--- src/rtl/qam_cdc_hs_tx_pkg.sv ---
// Shared types and default sizing for the 64-QAM source-side CDC handshake.
package qam_cdc_pkg;

  typedef enum logic [1:0] {
    IDLE,
    REQ,
    RELEASE
  } state_t;

  localparam int DEF_DATA_W      = 6;
  localparam int DEF_TIMEOUT_CYC = 1024;
  localparam int DEF_CNT_W       = 16;

endpackage

--- src/rtl/qam_cdc_hs_tx_if.sv ---
// Upstream valid/ready word stream plus the req/ack/data crossing bundle.
interface qam_cdc_hs_tx_if
  import qam_cdc_pkg::*;
#(
  parameter int DATA_W = DEF_DATA_W
);

  logic              s_valid;
  logic [DATA_W-1:0] s_data;
  logic              s_ready;
  logic              cdc_req;
  logic [DATA_W-1:0] cdc_data;
  logic              cdc_ack_async;

  // master: upstream producer together with the destination-side acknowledger
  modport master (
    output s_valid, s_data, cdc_ack_async,
    input  s_ready, cdc_req, cdc_data
  );

  // slave: the handshake transmitter
  modport slave (
    input  s_valid, s_data, cdc_ack_async,
    output s_ready, cdc_req, cdc_data
  );

endinterface

--- src/rtl/qam_cdc_hs_tx_sync.sv ---
// 1-bit two-flop synchronizer with synchronous active-low reset.
module cdc_sync_2ff_sr (
  input  logic clk,
  input  logic rst_n,
  input  logic d,
  output logic q
);

  logic meta;

  always_ff @(posedge clk) begin
    if (!rst_n) begin
      meta <= 1'b0;
      q    <= 1'b0;
    end else begin
      meta <= d;
      q    <= meta;
    end
  end

endmodule

--- src/rtl/qam_cdc_hs_tx.sv ---
// Source end of a 4-phase req/ack crossing: latches one word, runs the full
// req/ack cycle, counts completed transfers and flags stalled phases.
module qam_cdc_hs_tx
  import qam_cdc_pkg::*;
#(
  parameter int DATA_W      = DEF_DATA_W,
  parameter int TIMEOUT_CYC = DEF_TIMEOUT_CYC,
  parameter int CNT_W       = DEF_CNT_W
) (
  input  logic             clk,
  input  logic             rst_n,
  qam_cdc_hs_tx_if.slave   bus,
  output logic             busy,
  output logic [CNT_W-1:0] xfer_count,
  output logic             err_timeout,
  input  logic             err_clr
);

  localparam int PH_W = $clog2(TIMEOUT_CYC + 1);
  localparam logic [PH_W-1:0] PH_MAX = PH_W'(TIMEOUT_CYC);

  state_t            state, state_nxt;
  logic              ack_s;
  logic              req_q, req_nxt;
  logic [DATA_W-1:0] data_q, data_nxt;
  logic [PH_W-1:0]   phase_q, phase_nxt;
  logic [CNT_W-1:0]  count_q, count_nxt;
  logic              err_q, err_set;
  logic              ready;

  cdc_sync_2ff_sr u_ack_sync (
    .clk   (clk),
    .rst_n (rst_n),
    .d     (bus.cdc_ack_async),
    .q     (ack_s)
  );

  // A stale acknowledge keeps the source closed until the destination lets go.
  assign ready         = (state == IDLE) && !ack_s;
  assign bus.s_ready   = ready;
  assign bus.cdc_req   = req_q;
  assign bus.cdc_data  = data_q;
  assign busy          = (state != IDLE);
  assign xfer_count    = count_q;
  assign err_timeout   = err_q;

  always_ff @(posedge clk) begin
    if (!rst_n) begin
      state   <= IDLE;
      req_q   <= 1'b0;
      data_q  <= '0;
      phase_q <= '0;
      count_q <= '0;
      err_q   <= 1'b0;
    end else begin
      state   <= state_nxt;
      req_q   <= req_nxt;
      data_q  <= data_nxt;
      phase_q <= phase_nxt;
      count_q <= count_nxt;
      if (err_set) begin
        err_q <= 1'b1;
      end else if (err_clr) begin
        err_q <= 1'b0;
      end
    end
  end

  always_comb begin
    state_nxt = state;
    req_nxt   = req_q;
    data_nxt  = data_q;
    count_nxt = count_q;
    phase_nxt = phase_q;
    if ((state != IDLE) && (phase_q != PH_MAX)) begin
      phase_nxt = phase_q + PH_W'(1);
    end

    case (state)
      IDLE: begin
        if (ready && bus.s_valid) begin
          data_nxt  = bus.s_data;
          req_nxt   = 1'b1;
          state_nxt = REQ;
          phase_nxt = '0;
        end
      end
      REQ: begin
        if (ack_s) begin
          req_nxt   = 1'b0;
          state_nxt = RELEASE;
          phase_nxt = '0;
        end
      end
      RELEASE: begin
        if (!ack_s) begin
          state_nxt = IDLE;
          count_nxt = count_q + CNT_W'(1);
        end
      end
      default: begin
        state_nxt = IDLE;
        req_nxt   = 1'b0;
      end
    endcase

    // Flag only on the edge the counter arrives at the limit, so a clear
    // issued while it sits saturated is not immediately overridden.
    err_set = (state != IDLE) && (phase_nxt == PH_MAX) && (phase_q != PH_MAX);
  end

endmodule

--- src/flat_wrapper.sv ---
// flat-port wrapper written by rule: the top's interface ports become plain ports
module qam_cdc_hs_tx_flat import qam_cdc_pkg::*;
#(
  parameter int DATA_W      = DEF_DATA_W,
  parameter int TIMEOUT_CYC = DEF_TIMEOUT_CYC,
  parameter int CNT_W       = DEF_CNT_W
)
  (clk, rst_n, busy, xfer_count, err_timeout, err_clr, bus_s_valid, bus_s_data, bus_cdc_ack_async, bus_s_ready, bus_cdc_req, bus_cdc_data);
  qam_cdc_hs_tx_if #(.DATA_W(DATA_W)) bus_i ();
  input  logic clk;
  input  logic rst_n;
  output logic busy;
  output logic [CNT_W-1:0] xfer_count;
  output logic err_timeout;
  input  logic err_clr;
  input wire logic [$bits(bus_i.s_valid)-1:0] bus_s_valid;
  input wire logic [$bits(bus_i.s_data)-1:0] bus_s_data;
  input wire logic [$bits(bus_i.cdc_ack_async)-1:0] bus_cdc_ack_async;
  output wire logic [$bits(bus_i.s_ready)-1:0] bus_s_ready;
  output wire logic [$bits(bus_i.cdc_req)-1:0] bus_cdc_req;
  output wire logic [$bits(bus_i.cdc_data)-1:0] bus_cdc_data;
  assign bus_i.s_valid = bus_s_valid;
  assign bus_i.s_data = bus_s_data;
  assign bus_i.cdc_ack_async = bus_cdc_ack_async;
  assign bus_s_ready = bus_i.s_ready;
  assign bus_cdc_req = bus_i.cdc_req;
  assign bus_cdc_data = bus_i.cdc_data;
  qam_cdc_hs_tx #(.DATA_W(DATA_W), .TIMEOUT_CYC(TIMEOUT_CYC), .CNT_W(CNT_W)) u_core (.clk(clk), .rst_n(rst_n), .bus(bus_i), .busy(busy), .xfer_count(xfer_count), .err_timeout(err_timeout), .err_clr(err_clr));
endmodule
--- config.mk ---
export PLATFORM = sky130hd
export DESIGN_NAME = qam_cdc_hs_tx_flat
export DESIGN_NICKNAME = d
export VERILOG_FILES = /design/src/rtl/qam_cdc_hs_tx_pkg.sv /design/src/rtl/qam_cdc_hs_tx_if.sv /design/src/rtl/qam_cdc_hs_tx_sync.sv /design/src/rtl/qam_cdc_hs_tx.sv /design/src/flat_wrapper.sv
export SDC_FILE = /design/constraint.sdc
export NUM_CORES = 1
export LEC_CHECK = 0
export CORE_MARGIN = 1.5
export CORE_UTILIZATION = 51
export CTS_CLUSTER_SIZE = 14
export DETAILED_ROUTE_END_ITERATION = 8
export PLACE_DENSITY_LB_ADDON = 0.05
export SLEW_MARGIN = 20
export SYNTH_ARGS = -nofsm -noshare
export SYNTH_HDL_FRONTEND = slang
export SYNTH_SLANG_ARGS = --single-unit
--- constraint.sdc ---
create_clock -name clk -period 2.3 [get_ports clk]
set_clock_uncertainty 0.15 [all_clocks]
set_input_delay 0.23 -clock clk [delete_from_list [all_inputs] [get_ports clk]]
set_output_delay 0.23 -clock clk [all_outputs]
set_load 0.05 [all_outputs]
==> results of run 1 <==
==> where the power goes <==
group / internal [uW] / switching, uW / total [uW]
registers: 689 / 13.8 / 703
clock network: 323 / 244 / 567
logic: 68.2 / 94.7 / 163
==> placed cells by master, fill, tap and decap left out, types with 6 or more instances in the layout <==
| cell | instances |
|---|---|
| xnor2_1 | 6 |
| buf_4 | 10 |
| clkdlybuf4s50_1 | 34 |
| nor2_1 | 37 |
| a21oi_1 | 8 |
| nand4_1 | 9 |
| mux2i_1 | 7 |
| xor2_1 | 16 |
| dfxtp_1 | 39 |
| nand2_1 | 14 |
| inv_1 | 6 |
==> kinds of logic (layout without fill, tap and decap cells) <==
group                      after synthesis  count (layout)  share of synthesized area (%)
AOI/OAI and AO/OA                       27              27                          9.900
xor gates and xnor gates                22              22                          10.23
adders and majority gates                3               3                          1.994
buffers and inverters                   18              59                          4.983
DFF                                     39              39                          41.46
muxes                                    8               8                          4.319
and+or+nand+nor                         95              95                          27.11
==> area by class of cell <==
cell class / count / share of cell area [%]
Clock buffer: 5 / 2.863
Clock inverter: 3 / 1.822
Inverter: 7 / 1.093
Multi-Input combinational cell: 155 / 42.06
Sequential cell: 39 / 32.48
Tap cell: 46 / 2.395
Timing Repair Buffer: 44 / 17.28
==> sequential cells by signal, indices dropped and copies added, names as in the netlist <==
| signal | cells |
|---|---|
| u_core.err_timeout | 1 |
| u_core.u_ack_sync.meta | 1 |
| u_core.xfer_count | 16 |
| u_core.bus.cdc_data | 6 |
| u_core.phase_q | 11 |
| u_core.bus.cdc_req | 1 |
| u_core.state | 2 |
| u_core.u_ack_sync.q | 1 |
==> how the worst min path moves through the flow <==
stage / to / slack (ps) / cells after the start
global placement: u_core.u_ack_sync.q / 270 / 1
floorplan: u_core.u_ack_sync.meta / 200 / 1
CTS: u_core.u_ack_sync.q / 320 / 1
detailed placement: u_core.u_ack_sync.q / 300 / 1
finish: u_core.u_ack_sync.q / 310 / 1
global route: u_core.u_ack_sync.q / 350 / 1
==> layer usage <==
metal / vias to the layer above / GRT usage, % / share of wire, %
met3: 9 / 8.275 / 7.9
met2: 56 / 34.87 / 45
li1: 811 / - / -
met1: 771 / 29.19 / 45
met5: - / 0 / 0
met4: 0 / 7.609 / 1.6
==> through the flow <==
step | total power (uW) | setup WS, ps | utilization [%] | hold slack, ps
2_1_floorplan | 821.6 | 190.1 | - | 201.7
3_3_place_gp | 877.1 | 249.9 | 66.48 | 274.6
3_5_place_dp | 881.0 | 204.5 | 66.48 | 295.3
4_1_cts | 1450 | 183.5 | 69.76 | 322.6
5_1_grt | 1494 | 71.26 | 69.83 | 347.3
6_report | 1432 | 247.1 | 69.83 | 311.9
==> reports/metrics.cfg, run 1 <==
[timing]
slew_viol_final = 0
rsz0062_at_grt = false
finalSetupTns_ps = 0
tightest_slew_ps = 520.6
period_minus_slack_ps = 2053
max_slew_margin_pct = 65.18
clock.fmax_mhz = 487.1
period_share_pct = 89.25
hold_viol_final = 0
finalSetupViolCount = 0

[layout]
num_antenna_cells = 0
drive_gt1_share_pct = 11.46
finish.net_count = 266
multi_input_comb_area_um2 = 1011
nFillCells = 285
final_area_um2 = 2404
regArea_um2 = 780.7
fin_cells = 299
synthToLayoutAreaGrowth_pct = 27.64

[synthesis]
synthArstFlopShare_pct = 0
synth_most_common_cell = dfxtp_1
yosys.cell_types.count = 45
ys_warn_count = 0
syn-mean-instance-area_um2 = 8.882
yosysTopAreaCellShare_pct = 41.46
yosys.area.top_type = dfxtp_1
ys_ff_latch = 39
synthTopCellsByArea = dfxtp_1 (41%), xor2_1 (7.4%), nor2_1 (7.4%)
synthesis.nets = 226
synthTopCellsByCount = dfxtp_1 (39), nor2_1 (37), xor2_1 (16), nand2_1 (14), nand4_1 (9)
synth_flop_cell = dfxtp_1
synthCells = 212
synth_seq_area_share_pct = 41.46
syn_area_um2 = 1883
synth_edf_count = 0

[cts]
clock_latency_ps = 300
cts_root_buf = clkbuf_8
cts-buffers-inserted = 5
cts_buffer_depth = 2
cts_hold_buffers = 0
clock_sinks = 39
cts_resized = 0
cts_setup_buffers = 0
cts_tree = yes
htree_levels = 2
clkTransAtPathRegs_ps = 80

[run]
drv_cap = 0

[power]
ir_drop_v = 0.0004318
p_leak_uw = 0.0008909
power_density_nw_per_um2 = 595.9

[setup_path]
crit_arrival_ps = 2140
worst-path-buf-inv = 0
r2r_slack_ps = 250
critPathMaxFanout = 8
cp_top_family = compound AO/OA/AOI/OAI gates
cp_slowest_cell = or4_1
slowest_delay_ps = 550
crit_path_end = u_core.err_timeout
timing.rr.end = u_core.err_timeout
ff2ff_path_depth = 6
cp_cell_sequence = ha_2 -> o2111ai_2 -> or4_1 -> a21oi_2 -> o2111ai_1 -> o21ai_1
timing.critical_path.from = u_core.phase_q[0]
startpoint_type = flip-flop
r2r-start = u_core.phase_q[0]
critical_path_depth = 6
path_class = flip-flop to flip-flop
cp-end-kind = flip-flop
critPathRequiredTime_ps = 2390

[detailed_routing]
ant_nets = 0
drt_iter0_drc = 84
firstDrtPassIters = 5
drt-total-wl_um = 4082
drt-vias-per-instance = 5.508
drc = 0
vias = 1647
wl_per_cell_um = 13.65

[floorplan]
rows = 21
dieHeight_um = 63.77
die_x_um = 63.77
core_um2 = 3442
die-area_um2 = 4066
boundaryPins = 37
start_util_pct = 54.71

[place]
gp_congestion = 0.8106
place_area_um2 = 2288
dp_hpwl_um = 3026
dp_cells = 291
portBuffers = 36

[global_routing]
grt_pass1_vias = 1562
antenna_found_initial = 0
grt_first_pass_wirelength_um = 7182
grt_max_degree = 26
grt.total_usage_pct = 22.58
grt-ovfl-total = 0

[run_status]
status = finished, final reports clean

[hold_path]
min_path_type = flip-flop to flip-flop
hold_start = u_core.u_ack_sync.meta

No activity file was read; power rests on OpenSTA's default activity.
==> run 2: changes to the inputs <==
--- a/config.mk
+++ b/config.mk
@@ -5,8 +5,10 @@
 export SDC_FILE = /design/constraint.sdc
 export NUM_CORES = 1
 export LEC_CHECK = 0
+export CELL_PAD_IN_SITES_DETAIL_PLACEMENT = 0
+export CELL_PAD_IN_SITES_GLOBAL_PLACEMENT = 1
 export CORE_MARGIN = 1.5
-export CORE_UTILIZATION = 51
+export CORE_UTILIZATION = 38
 export CTS_CLUSTER_SIZE = 14
 export DETAILED_ROUTE_END_ITERATION = 8
 export PLACE_DENSITY_LB_ADDON = 0.05
==> run 2 against run 1 <==
  * Critical path depth decreased by 1
  * Clock power up 5.3%
  * Worst hold slack worse by 29 ps
  * Final area increased by 1.8%
  * Sequential power barely moved
  * Sequential share of layout area decreased by 0.58 points
  * Sequential cell count is the same
  * Critical path type unchanged
  * Highest routed layer unchanged
==> reports/metrics.cfg, run 2 (synthesis gave the netlist of run 1 again) <==
[run]
drv_cap = 0

[global_routing]
grt.total_usage_pct = 17.24
grt-ovfl-total = 0
grt_pass1_vias = 1517
antenna_found_initial = 0
grt_max_degree = 26
grt_first_pass_wirelength_um = 7189

[setup_path]
critPathMaxFanout = 12
startpoint_type = flip-flop
crit_arrival_ps = 2160
path_class = flip-flop to flip-flop
cp_cell_sequence = o2111ai_2 -> or4_1 -> a21oi_2 -> o2111ai_1 -> o21ai_1
slowest_delay_ps = 660
cp_slowest_cell = dfxtp_1
cp-end-kind = flip-flop
critPathRequiredTime_ps = 2370

[cts]
cts_hold_buffers = 0
cts_buffer_depth = 2
clock_sinks = 39
cts_tree = yes
cts_setup_buffers = 0
htree_levels = 2
cts_resized = 0
clkTransAtPathRegs_ps = 80
cts-buffers-inserted = 5
clock_latency_ps = 290
cts_root_buf = clkbuf_8

[layout]
num_antenna_cells = 0
regArea_um2 = 780.7
largest_register_ffs = 16
layout_common_cells = dfxtp_1 (39), nor2_1 (37), clkdlybuf4s50_1 (34)
fin_cells = 322
final_common_cell = dfxtp_1
multi_input_comb_area_um2 = 1008
drive_gt1_share_pct = 11.76
finish.net_count = 268
synthToLayoutAreaGrowth_pct = 29.97
nFillCells = 477

[detailed_routing]
drc = 0
vias = 1630
wl_per_cell_um = 13.49
drt-vias-per-instance = 5.062
ant_nets = 0
drt-total-wl_um = 4343
drt_iter0_drc = 80
firstDrtPassIters = 4

[power]
p_sw_uw = 354.2
p_leak_uw = 0.0009068
power_density_nw_per_um2 = 596.8
seqPwrFrac_pct = 48.3
p_int_uw = 1106
p_clk_share_pct = 40.9
finalPower_uw = 1461
p_sw_share_pct = 24.25
ir_drop_v = 0.0002100
combPwrFrac_pct = 10.8

[timing]
period_share_pct = 91.15
rsz0062_at_grt = false
period_minus_slack_ps = 2096
slew_viol_final = 0
tightest_slew_ps = 531.1
clock.fmax_mhz = 477.0
hold_viol_final = 0
finalSetupTns_ps = 0
finalSetupViolCount = 0
max_slew_margin_pct = 64.54
hold_slack_ps = 282.5

[place]
gp_congestion = 0.8248
portBuffers = 36
dp_hpwl_um = 3248
dp_cells = 314

[run_status]
status = finished, final reports clean

[floorplan]
dieHeight_um = 73.40
core_um2 = 4755
die-area_um2 = 5387
start_util_pct = 39.61
die_x_um = 73.40
rows = 25
boundaryPins = 37

[hold_path]
min_path_type = flip-flop to flip-flop

[run 2: cell count changes in the layout (fill, tap and decap cells not counted)]
cell      delta
clkbuf_8     +1
buf_4        +2
clkinv_4     -1
ha_2         -1
ha_1         +1
[run 2: per-layer routing]
metal	up-vias	routed length [um]	global-route usage (%)
li1	820	-	-
met3	6	111	3.978
met1	776	1902	20.63
met5	-	0	0
met4	0	57	7.202
met2	28	2272	29.60
[run 2: layout make-up]
cell class	count	area share [%]
multi-input combinational	155	41.21
sequential	39	31.90
timing repair buffer	46	17.59
tap	67	3.425
clock buffer	6	3.374
clock inverter	2	1.431
inverter	7	1.074
[run 2: final timing paths]
| kind | end | cells past startpoint | slack, ps | startpoint |
|---|---|---|---|---|
| setup / recovery | u_core.err_timeout | 5 | 200 | u_core.state[0] |
| hold / removal | u_core.u_ack_sync.q | 1 | 280 | u_core.u_ack_sync.meta |
| setup reg to reg | u_core.err_timeout | 5 | 200 | u_core.state[0] |
| hold reg to reg | u_core.u_ack_sync.q | 1 | 280 | u_core.u_ack_sync.meta |
[run 2: critical path, delay by kind of cell, from the launching register on]
family / cells / cell delay, ps
DFF: 1 / 660
AOI/OAI and AO/OA: 4 / 660
and+or+nand+nor: 1 / 540
[run 2: power groups by stage]
| stage | Sequential, uW | Clock, uW | Combinational (uW) |
|---|---|---|---|
| 2_1_floorplan | 745 | 0 | 77.0 |
| 3_3_place_gp | 721 | 0 | 156 |
| 3_5_place_dp | 721 | 0 | 159 |
| 4_1_cts | 706 | 614 | 159 |
| 5_1_grt | 708 | 645 | 169 |
| 6_report | 706 | 597 | 158 |
[run 2: metrics by stage]
step	worst slack, ps	utilization, %	instance area (um2)
global placement	228.1	49.00	2330
global route	78.32	51.47	2447
finish	203.5	51.47	2447
detailed placement	155.1	49.00	2330
floorplan	190.1	-	1883
CTS	199.8	51.47	2447
